$ cat src/rtl/simple_bus_master_ctrl.sv
// simple_bus_master_ctrl
//   Initiator-side engine for the simple_bus protocol. Takes one read/write
//   command at a time from a CPU-side valid/ready port. It runs req/gnt
//   arbitration and the start/rdy transfer, then returns read data or a
//   timeout error on a valid/ready response port.
// Ports
//   clk, rst_n                       clock, asynchronous active-low reset
//   cmd_valid/cmd_ready              command handshake
//   cmd_write/cmd_addr/cmd_wdata     command payload (1 = write)
//   rsp_valid/rsp_ready              response handshake
//   rsp_rdata/rsp_err                read data (0 for writes/errors), timeout flag
//   bus_req/bus_gnt                  arbitration
//   bus_addr/bus_mode/bus_start      transfer address, 00 read / 01 write, start strobe
//   bus_rdy                          slave completion
//   bus_data_out/oe/in               shared data bus
module simple_bus_master_ctrl #(
   parameter int unsigned AWIDTH  = 8,
   parameter int unsigned DWIDTH  = 8,
   parameter int unsigned TIMEOUT = 15
) (
   input  logic              clk,
   input  logic              rst_n,
   input  logic              cmd_valid,
   output logic              cmd_ready,
   input  logic              cmd_write,
   input  logic [AWIDTH-1:0] cmd_addr,
   input  logic [DWIDTH-1:0] cmd_wdata,
   output logic              rsp_valid,
   input  logic              rsp_ready,
   output logic [DWIDTH-1:0] rsp_rdata,
   output logic              rsp_err,
   output logic              bus_req,
   input  logic              bus_gnt,
   output logic [AWIDTH-1:0] bus_addr,
   output logic [1:0]        bus_mode,
   output logic              bus_start,
   input  logic              bus_rdy,
   output logic [DWIDTH-1:0] bus_data_out,
   output logic              bus_data_oe,
   input  logic [DWIDTH-1:0] bus_data_in
);

   localparam int unsigned CW = (TIMEOUT > 0) ? $clog2(TIMEOUT + 1) : 1;
   localparam logic [CW-1:0] CntLast = (TIMEOUT > 0) ? CW'(TIMEOUT - 1) : '0;
   localparam logic [CW-1:0] CntMax  = '1;

   localparam logic [2:0] StIdle  = 3'd0;
   localparam logic [2:0] StArb   = 3'd1;
   localparam logic [2:0] StStart = 3'd2;
   localparam logic [2:0] StWait  = 3'd3;
   localparam logic [2:0] StResp  = 3'd4;

   logic [2:0]        state_q, state_d;
   logic              write_q, write_d;
   logic [AWIDTH-1:0] addr_q, addr_d;
   logic [DWIDTH-1:0] wdata_q, wdata_d;
   logic [CW-1:0]     cnt_q, cnt_d;
   logic [DWIDTH-1:0] rdata_q, rdata_d;
   logic              err_q, err_d;

   // Output registers, loaded from the next state so they line up with it.
   logic              cmd_ready_q;
   logic              rsp_valid_q;
   logic              bus_req_q, bus_req_d;
   logic [AWIDTH-1:0] bus_addr_q, bus_addr_d;
   logic [1:0]        bus_mode_q, bus_mode_d;
   logic              bus_start_q;
   logic              oe_q, oe_d;
   logic [DWIDTH-1:0] dout_q, dout_d;

   always_comb begin
      state_d = state_q;
      write_d = write_q;
      addr_d  = addr_q;
      wdata_d = wdata_q;
      cnt_d   = cnt_q;
      rdata_d = rdata_q;
      err_d   = err_q;
      case (state_q)
         StIdle: begin
            if (cmd_valid) begin
               write_d = cmd_write;
               addr_d  = cmd_addr;
               wdata_d = cmd_wdata;
               state_d = StArb;
            end
         end
         StArb: begin
            if (bus_gnt) state_d = StStart;
         end
         StStart: begin
            cnt_d   = '0;
            state_d = StWait;
         end
         StWait: begin
            // rdy on the final allowed cycle still counts as success
            if (bus_rdy) begin
               rdata_d = write_q ? '0 : bus_data_in;
               err_d   = 1'b0;
               state_d = StResp;
            end else if ((TIMEOUT > 0) && (cnt_q == CntLast)) begin
               rdata_d = '0;
               err_d   = 1'b1;
               state_d = StResp;
            end else if (cnt_q != CntMax) begin
               cnt_d = cnt_q + 1'b1;
            end
         end
         StResp: begin
            if (rsp_ready) begin
               rdata_d = '0;
               err_d   = 1'b0;
               state_d = StIdle;
            end
         end
         default: state_d = StIdle;
      endcase
   end

   always_comb begin
      bus_req_d  = (state_d == StArb) || (state_d == StStart) || (state_d == StWait);
      bus_addr_d = bus_req_d ? addr_d : '0;
      bus_mode_d = bus_req_d ? {1'b0, write_d} : 2'b00;
      oe_d       = write_d && ((state_d == StStart) || (state_d == StWait));
      dout_d     = oe_d ? wdata_d : '0;
   end

   always_ff @(posedge clk or negedge rst_n) begin
      if (!rst_n) begin
         state_q     <= StIdle;
         write_q     <= 1'b0;
         addr_q      <= '0;
         wdata_q     <= '0;
         cnt_q       <= '0;
         rdata_q     <= '0;
         err_q       <= 1'b0;
         cmd_ready_q <= 1'b1;
         rsp_valid_q <= 1'b0;
         bus_req_q   <= 1'b0;
         bus_addr_q  <= '0;
         bus_mode_q  <= 2'b00;
         bus_start_q <= 1'b0;
         oe_q        <= 1'b0;
         dout_q      <= '0;
      end else begin
         state_q     <= state_d;
         write_q     <= write_d;
         addr_q      <= addr_d;
         wdata_q     <= wdata_d;
         cnt_q       <= cnt_d;
         rdata_q     <= rdata_d;
         err_q       <= err_d;
         cmd_ready_q <= (state_d == StIdle);
         rsp_valid_q <= (state_d == StResp);
         bus_req_q   <= bus_req_d;
         bus_addr_q  <= bus_addr_d;
         bus_mode_q  <= bus_mode_d;
         bus_start_q <= (state_d == StStart);
         oe_q        <= oe_d;
         dout_q      <= dout_d;
      end
   end

   assign cmd_ready    = cmd_ready_q;
   assign rsp_valid    = rsp_valid_q;
   assign rsp_rdata    = rdata_q;
   assign rsp_err      = err_q;
   assign bus_req      = bus_req_q;
   assign bus_addr     = bus_addr_q;
   assign bus_mode     = bus_mode_q;
   assign bus_start    = bus_start_q;
   assign bus_data_oe  = oe_q;
   assign bus_data_out = dout_q;

endmodule
$ cat config.mk
export PLATFORM = sky130hd
export DESIGN_NAME = simple_bus_master_ctrl
export DESIGN_NICKNAME = d
export VERILOG_FILES = /design/src/rtl/simple_bus_master_ctrl.sv
export SDC_FILE = /design/constraint.sdc
export NUM_CORES = 1
export LEC_CHECK = 0
export ABC_AREA = 0
export CORE_MARGIN = 1.5
export CORE_UTILIZATION = 48
export CTS_CLUSTER_DIAMETER = 80
export CTS_CLUSTER_SIZE = 20
export DETAILED_ROUTE_END_ITERATION = 7
export GPL_TIMING_DRIVEN = 0
export HOLD_SLACK_MARGIN = 0.02
export PLACE_DENSITY_LB_ADDON = 0.08
export SLEW_MARGIN = 30
export SYNTH_ARGS = -nofsm -noshare
export SYNTH_HDL_FRONTEND = slang
export SYNTH_SLANG_ARGS = --single-unit
$ cat constraint.sdc
create_clock -name clk -period 2.3 [get_ports clk]
set_input_delay 0.575 -clock clk [delete_from_list [all_inputs] [get_ports clk]]
set_output_delay 0.575 -clock clk [all_outputs]
set_load 0.01 [all_outputs]
=== Word level (Yosys, flattened, before mapping) ===
Index checks and enable logic that the tools add are counted.

* Bits in registers: 55
* Bits in latches: 0
* Memory bits (writable): 0
* ROM bits: 0
* Input port bits: 31
* Memories: 0

* $add $sub $neg: 1
* Multipliers: 0
* Divide/modulo/power cells: 0
* Magnitude comparators: 0
* Equal/unequal tests: 15
* Shifts and indexed selects: 0
* Multiplexer cells: 28
* Bitwise gates (word level): 0
* Reduce and logical (&&, ||, !) cells: 10

{| class="wikitable"
|+ Operators with widths
! cell !! count
|-
| two-way mux 8 bit || 10
|-
| one-hot mux 8 bit (2 select lines) || 1
|-
| two-way mux 3 bit || 5
|-
| one-hot mux 3 bit (5 select lines) || 1
|-
| == test 3 x 2 -> 1 bit (second input constant) || 4
|-
| two-way mux 4 bit || 3
|-
| inequality test 2 bit (second input constant) || 4
|-
| one-hot mux 4 bit (2 select lines) || 1
|-
| == test 3 x 1 -> 1 bit (second input constant) || 2
|-
| == test 3 bit (second input constant) || 2
|-
| zero test 3 bit || 2
|-
| two-way mux 1 bit || 6
|-
| adder 4 x 1 -> 4 bit (second input constant) || 1
|-
| == test 4 bit (second input constant) || 1
|-
| inequality test 4 bit (second input constant) || 1
|-
| AND reduction 4 bit || 1
|-
| nonzero test 2 bit || 2
|-
| logical OR 1 bit || 3
|-
| inequality test 3 bit (second input constant) || 1
|-
| AND reduction 3 bit || 1
|-
| one-hot mux 1 bit (2 select lines) || 1
|-
| logical AND 1 bit || 1
|}

=== Depth between registers and ports, before layout ===
Gate-level depths: netlist (run 1).

* Depth after elaboration: 8
* Gate-level depth with buffers: 6

=== Worst setup path after synthesis (run 1) ===
OpenSTA, ideal clock, no wires.

* Kind: input to register
* Start point: input cmd_valid
* End point: register bus_mode_q[0], in the netlist bus_mode[0]
* Arrival time: 1.673 ns
* Slack: 0.483 ns
* Stages: 5
* Buffers on the path: 2
* Cell sequence: nor4b_4 > buf_6 > mux2i_1 > buf_6 > nor2_1

* Cells in the longest elaborated chain, start to end: 6
* Elaborated cells between the ends (all ways): 10

{| class="wikitable"
|+ Ends and longest elaborated chain
! item !! line !! RTL
|-
| start, declared || 23 || <nowiki>input logic cmd_valid,</nowiki>
|-
| two-way mux 3 bit || 81 || <nowiki>if (cmd_valid) begin</nowiki>
|-
| one-hot mux 3 bit (5 select lines) || 79 || <nowiki>case (state_q)</nowiki>
|-
| == test 3 x 1 -> 1 bit / == test 3 x 2 -> 1 bit (equally long branches) || 121 || <nowiki>bus_req_d = (state_d == StArb) || (state_d == StStart) || (state_d == StWait);</nowiki>
|-
| logical OR 1 bit (2 in a row) || 121 ||
|-
| two-way mux 1 bit (*) || 123 || <nowiki>bus_mode_d = bus_req_d ? {1'b0, write_d} : 2'b00;</nowiki>
|-
| net bus_mode_d[0] || 66 || <nowiki>logic [1:0] bus_mode_q, bus_mode_d;</nowiki>
|-
| end signal, assigned || 157 || <nowiki>bus_mode_q <= bus_mode_d;</nowiki>
|-
| end, declared || 66 ||
|}

Mark *: on every way through the listed nets, which the timed path passes. The rest lies on a longest branch.
A chain may end at the register's enable or synchronous reset.

=== Worst setup path in the final report (run 1) ===
* Start point: input bus_rdy
* End point: register dout_q[5], in the netlist bus_data_out[5]

* Cells in the longest elaborated chain, start to end: 6
* Elaborated cells between the ends (all ways): 7

{| class="wikitable"
|+ Ends and longest elaborated chain
! item !! line !! RTL
|-
| start, declared || 37 || <nowiki>input logic bus_rdy,</nowiki>
|-
| two-way mux 3 bit (*) || 97 || <nowiki>if (bus_rdy) begin</nowiki>
|-
| one-hot mux 3 bit (5 select lines) (*) || 79 ||
|-
| == test 3 x 2 -> 1 bit || 124 || <nowiki>oe_d = write_d && ((state_d == StStart) || (state_d == StWait));</nowiki>
|-
| logical OR 1 bit (*) || 124 ||
|-
| logical AND 1 bit (*) || 124 ||
|-
| two-way mux 8 bit (*) || 125 || <nowiki>dout_d = oe_d ? wdata_d : '0;</nowiki>
|-
| net dout_d[5] || 69 || <nowiki>logic [DWIDTH-1:0] dout_q, dout_d;</nowiki>
|-
| end signal, assigned || 160 || <nowiki>dout_q <= dout_d;</nowiki>
|-
| end, declared || 69 ||
|}

Marked as above.

==> results.py, run 1 <==
metrics = {
    "power": {
        "ir_worst_vdd_mv": 0.495,
        "power_per_cell_area_nw_per_um2": 1230,
        "p_int_w": 0.00267,
        "clockPowerShare_pct": 16.9,
        "p_leak_nw": 1.36,
        "seqPwrFrac_pct": 39.3,
        "switching_share_pct": 31.1,
        "switchingPower_w": 0.00121,
        "combinationalPowerShare_pct": 43.9,
    },
    "drt": {
        "wl_mm": 4.36,
        "drtIter0Drc": 96,
        "drc": 0,
        "vias": 1564,
        "drt-pass1-iter-count": 4,
        "wl_per_cell_um": 14.7,
        "drtAntennaViolNets": 0,
        "vias_per_cell": 5.27,
    },
    "synth": {
        "synth_warnings": 0,
        "synth_nets": 204,
        "synth-seq-cells": 55,
        "syn-cell-area_um2": 2320,
        "synth_cells": 171,
        "synth_edf_count": 0,
        "synth_flop_cell": "dfrtp_1",
        "ys_seq_area_share_pct": 59.4,
        "yosysUniqueCellTypes": 38,
        "synthTopCellsByCount": "dfrtp_1, mux2_2, nor2b_1",
        "yosysTopAreaCellShare_pct": 58.3,
        "ys_top_cells_by_area": "dfrtp_1, mux2_2, nor3b_2",
        "yosysMostFrequentCell": "dfrtp_1",
        "synth_top_area_cell": "dfrtp_1",
        "syn_area_per_cell_um2": 13.6,
        "async_flop_share_pct": 100,
    },
    "timing": {
        "min_period_over_period_pct": 86.2,
        "whs_ns": 0.110,
        "relSlewSlack_pct": 47.3,
        "finalCriticalPeriod_ns": 1.98,
        "worstMarginPinSlew_ns": 0.788,
        "slew_violations": 0,
        "rsz0062_at_grt": "no",
        "final.setup_skew_ns": 0.00658,
        "timing.final.hold_violations": 0,
        "fmax_ghz": 0.504,
        "setup_viol": 0,
    },
    "die": {
        "ios": 63,
        "dieArea_um2": 5250,
        "start_util_pct": 49.4,
        "rows": 25,
        "core-area_um2": 4690,
        "dieHeight_um": 72.5,
        "die_x_um": 72.5,
    },
    "clock_network": {
        "h-tree-depth": 2,
        "numClockSinks": 55,
        "cts_tree": "done",
        "holdBufCountCts": 0,
        "root_buffer": "clkbuf_8",
        "cts.clk_slew.worst_paths_ns": 0.09,
        "clk_latency_ns": 0.31,
        "cts_buffers": 5,
        "clockBufferDepth": 2,
        "ctsResizeCount": 0,
    },
    "setup_path": {
        "cp-endpoint": "bus_data_out[5]",
        "slowest_delay_ns": 0.62,
        "cp.required_ns": 2.53,
        "crit_start": "bus_rdy",
        "reg2reg_slack_ns": 0.35,
        "crit_path_start_kind": "input pin",
        "crit_fanout": 10,
        "r2r_start": "cnt_q[0]",
        "arrival_ns": 2.21,
        "crit_path_end_kind": "register",
        "path_class": "in2reg",
        "r2r_end": "rsp_rdata[5]",
        "ff2ff_path_depth": 5,
        "worst_path_max_delay_cell": "nor3b_1",
        "path_cells": "clkdlybuf4s50_1 -> nor3b_1 -> a211oi_4 -> nor3b_2",
    },
    "global_route": {
        "grt_util_met2_pct": 28.8,
        "grt_max_degree": 42,
        "grt_busiest_layer": "met2",
        "grtUsageMet1_pct": 21.4,
        "grt_pass1_wl_mm": 6.88,
        "grt_pass1_vias": 1501,
        "met3_usage_pct": 5.42,
        "antenna_found_initial": 0,
        "globalRouteOverflowTotal": 0,
        "grt_usage_pct": 17.5,
    },
    "layout": {
        "instances_no_fill": 297,
        "num-nets-final": 275,
        "drive_gt1_share_pct": 23.0,
        "final.fill_count": 373,
        "syn_to_final_growth_pct": 35.7,
        "antenna_cells": 0,
    },
    "placement": {
        "dp.cells": 287,
        "hpwl_mm": 3.14,
        "io_buffer_count": 61,
        "gp_congestion": 0.716,
    },
    "hold_path": {
        "hold_path_class": "in2async",
    },
    "run": {
        "max-cap-violations": 0,
    },
    "outcome": {
        "status": "finished clean",
    },
}
==> worst min-delay path by stage <==
stage                            to  slack, ns  cells after the start
finish              bus_data_out[3]       0.11                      1
global placement          addr_q[5]       0.47                      1
global route           rsp_rdata[2]       0.11                      1
detailed placement       wdata_q[3]       0.45                      1
floorplan                 addr_q[0]       0.28                      0
CTS                      wdata_q[3]       0.10                      1
==> metal layers <==
metal,vias up,share of wire (%)
met4,0,1.7
met3,9,6.9
met5,-,0
met1,760,43
met2,58,49
li1,737,-
==> logic make-up (layout without fill, tap and decap cells) <==
group | count (synthesis) | count (layout) | share of synthesized area [%]
other | 1 | 1 | 0.162
adders and majority gates | 2 | 2 | 1.08
buffers and inverters | 15 | 87 | 3.67
AOI/OAI and AO/OA | 19 | 19 | 6.10
muxes | 25 | 25 | 12.1
DFF | 55 | 55 | 59.4
and+or+nand+nor | 54 | 54 | 17.4
==> stage by stage <==
step / power (W) / utilization [%] / area, um2 / worst slack (ns) / TNS, ns
after CTS: 0.00391 / 66.7 / 3130 / 0.0175 / 0
final: 0.00387 / 67.0 / 3150 / 0.318 / 0
after global placement: 0.00317 / 63.8 / 3000 / -0.852 / -50.97
after global routing: 0.00412 / 67.0 / 3150 / 0.199 / 0
after detailed placement: 0.00325 / 64.2 / 3010 / -0.312 / -5.59
after floorplan: 0.00254 / - / 2320 / 0.483 / 0
==> registers in the layout, summed over array words and instances (netlist names), 3 cells and up <==
register / flops
bus_data_out: 8
bus_addr: 8
rsp_rdata: 8
wdata_q: 8
addr_q: 8
cnt_q: 4
state_q: 3
==> cell usage in the layout, fill, tap and decap left out, drive strengths merged, types with 6 or more instances in the layout <==
master and n:
nor2b 12, and3 8, inv 7, clkbuf 9, buf 9, o211ai 6, mux2 24, clkdlybuf4s50 60
nor3b 10, dfrtp 54
==> power groups by stage <==
stage | Sequential, W | Combinational (W) | Clock [W]
floorplan | 0.00163 | 0.000911 | 0
detailed placement | 0.00155 | 0.00170 | 0
CTS | 0.00153 | 0.00171 | 0.000678
global route | 0.00156 | 0.00184 | 0.000712
global placement | 0.00153 | 0.00164 | 0
finish | 0.00152 | 0.00170 | 0.000653
==> worst max-delay path: cells and delay by family <==
kind | cells | cell delay (ns)
AND/OR/NAND/NOR | 2 | 0.85
AO/OA/AOI/OAI | 1 | 0.26
buffers and inverters | 1 | 0.53
==> final cells by class <==
class                           instances  area (um2)  share of cell area [%]
Multi-Input combinational cell        101         855                    27.2
Timing Repair Buffer                   64         643                    20.4
Clock buffer                            6        82.6                    2.63
Clock inverter                          2        35.0                    1.11
Inverter                                7        26.3                   0.835
Buffer                                  8        58.8                    1.87
Tap cell                               54        67.6                    2.15
Sequential cell                        55        1380                    43.8
==> what timing repair did <==
action	CTS	global route
setup endpoints to repair	0	10
setup buffers	0	2
hold endpoints to repair	0	0
Power figures use the tool's default switching activity.
==> run 2, diff against run 1 <==
--- a/config.mk
+++ b/config.mk
@@ -11,6 +11,7 @@
 export CTS_CLUSTER_DIAMETER = 80
 export CTS_CLUSTER_SIZE = 20
 export DETAILED_ROUTE_END_ITERATION = 7
+export GPL_ROUTABILITY_DRIVEN = 0
 export GPL_TIMING_DRIVEN = 0
 export HOLD_SLACK_MARGIN = 0.02
 export PLACE_DENSITY_LB_ADDON = 0.08
==> constraint.sdc (replaced) <==
create_clock -name clk -period 2.2 [get_ports clk]
set_input_delay 0.55 -clock clk [delete_from_list [all_inputs] [get_ports clk]]
set_output_delay 0.55 -clock clk [all_outputs]
set_load 0.01 [all_outputs]
==> run 2 against run 1 <==
- critical path depth did not move
- wire length rose by 0.21%
- clock power increased by 4.6%
- combinational power increased by 4%
- final cell count shrank 0.34%
- highest routed layer unchanged
==> results.py, run 2 (synthesized netlist as in run 1, its figures left out) <==
metrics = {
    "layout": {
        "mostFrequentLayoutCells": "clkdlybuf4s50_1, dfrtp_1, mux2_2",
        "instances_no_fill": 296,
        "num-nets-final": 274,
        "antenna_cells": 0,
        "syn_to_final_growth_pct": 35.4,
        "final_area_um2": 3140,
        "final_common_cell": "clkdlybuf4s50_1",
        "drive_gt1_share_pct": 22.7,
    },
    "clock_network": {
        "root_buffer": "clkbuf_8",
        "cts_tree": "done",
        "clk_latency_ns": 0.31,
        "numClockSinks": 55,
        "cts.clk_slew.worst_paths_ns": 0.09,
        "cts_buffers": 5,
        "h-tree-depth": 2,
        "clockBufferDepth": 2,
    },
    "drt": {
        "vias": 1559,
        "wl_mm": 4.37,
        "drc": 0,
        "drtAntennaViolNets": 0,
        "wl_per_cell_um": 14.8,
        "drt-pass1-iter-count": 4,
        "vias_per_cell": 5.27,
        "drtIter0Drc": 112,
    },
    "setup_path": {
        "worst_path_max_delay_cell": "nor3b_1",
        "crit_path_end_kind": "register",
        "path_class": "in2reg",
        "path_cells": "clkdlybuf4s50_1 -> nor3b_1 -> a211oi_4 -> nor3b_1",
        "crit_path_start_kind": "input pin",
        "critPathMostFrequentCell": "nor3b_1",
        "slowest_delay_ns": 0.63,
        "crit_family": "simple AND/OR/NAND/NOR gates",
        "cp.required_ns": 2.43,
        "arrival_ns": 2.20,
        "crit_fanout": 10,
        "path_buf_inv": 1,
    },
    "global_route": {
        "grt_usage_pct": 17.5,
        "globalRouteOverflowTotal": 0,
        "grt_pass1_vias": 1506,
        "grt_pass1_wl_mm": 6.89,
        "antenna_found_initial": 0,
        "grt_max_degree": 42,
    },
    "power": {
        "p_leak_nw": 1.36,
        "power_per_cell_area_nw_per_um2": 1290,
        "ir_worst_vdd_mv": 0.519,
    },
    "outcome": {
        "status": "finished clean",
    },
    "run": {
        "max-cap-violations": 0,
    },
    "die": {
        "dieHeight_um": 72.5,
        "rows": 25,
        "ios": 63,
        "core-area_um2": 4690,
        "die_x_um": 72.5,
        "start_util_pct": 49.4,
        "dieArea_um2": 5250,
    },
    "placement": {
        "placed_area_um2": 3010,
        "dp.cells": 287,
        "hpwl_mm": 3.14,
        "io_buffer_count": 61,
    },
    "timing": {
        "finalCriticalPeriod_ns": 1.97,
        "rsz0062_at_grt": "no",
        "fmax_ghz": 0.507,
        "setup_viol": 0,
        "relSlewSlack_pct": 47.3,
        "min_period_over_period_pct": 89.7,
        "worstMarginPinSlew_ns": 0.788,
        "slew_violations": 0,
        "timing.final.hold_violations": 0,
        "final.setup_skew_ns": 0.00653,
    },
    "hold_path": {
        "hold_path_class": "in2async",
    },
}
## run 2: final cells by class
cell class | count | area (um2)
multi-input cells | 101 | 855
fillers | 375 | 1550
clock inverters | 2 | 35.0
plain buffers | 8 | 58.8
flip-flops and latches | 55 | 1380
clock buffers | 6 | 82.6
inverters | 7 | 26.3
well taps | 54 | 67.6
repair buffers | 63 | 636
## run 2: report_power, final
part / internal, W / switching [W]
Sequential: 0.00144 / 0.000153
Clock: 0.000368 / 0.000314
Combinational: 0.000977 / 0.000793
## run 2: path summary, 6_finish.rpt
check | start | to | slack [ns] | depth (start not counted)
setup reg to reg | cnt_q[0] | rsp_rdata[5] | 0.25 | 5
max in group asynchronous | rst_n | cmd_ready | 1.59 | 2
hold / removal | rst_n | bus_data_out[3] | 0.08 | 1
min in group clk | addr_q[2] | addr_q[2] | 0.50 | 1
hold reg to reg | addr_q[2] | addr_q[2] | 0.50 | 1
setup / recovery | bus_rdy | bus_data_out[6] | 0.23 | 4
## run 2: routing by layer
layer / wire [um] / part of all wire [%] / vias up / track usage (%)
met5: 0 / 0 / - / 0
met4: 76 / 1.7 / 0 / 7.55
met3: 290 / 6.6 / 9 / 5.42
met2: 2120 / 48 / 57 / 28.8
met1: 1880 / 43 / 756 / 21.5
li1: - / - / 737 / -
## run 2: repair_timing
action / in CTS / in global routing
buffers inserted: 1 / 0
setup endpoints to repair: 10 / 0
hold buffers: 0 / 0
gates resized for setup: 0 / 0
## run 2: through the flow
step           setup WS, ns  total power (W)  hold WS, ns  setup TNS, ns  util [%]
2_1_floorplan         0.405          0.00266        0.254              0         -
3_5_place_dp         -0.387          0.00340        0.421          -7.67      64.2
3_3_place_gp         -0.927          0.00331        0.474         -57.12      63.8
5_1_grt               0.124          0.00430       0.0869              0      66.9
6_report              0.227          0.00404       0.0846              0      66.9
4_1_cts               0.247          0.00410       0.0788              0      66.9
==> run 3, diff against run 2 <==
==> constraint.sdc (replaced) <==
create_clock -name clk -period 2.1 [get_ports clk]
set_input_delay 0.525 -clock clk [delete_from_list [all_inputs] [get_ports clk]]
set_output_delay 0.525 -clock clk [all_outputs]
set_load 0.01 [all_outputs]
==> results of run 3 <==
The final DEF is identical to that of run 2. Status: finished clean.
Among the figures that moved: setup slack after placement -0.387 ns -> -0.462 ns; setup slack after layout 0.227 ns -> 0.152 ns; hold slack 0.0846 ns -> 0.0596 ns; register-to-register setup slack 0.25 ns -> 0.15 ns; total power 0.00404 W -> 0.00423 W; worst IR drop on VDD 0.519 mV -> 0.543 mV
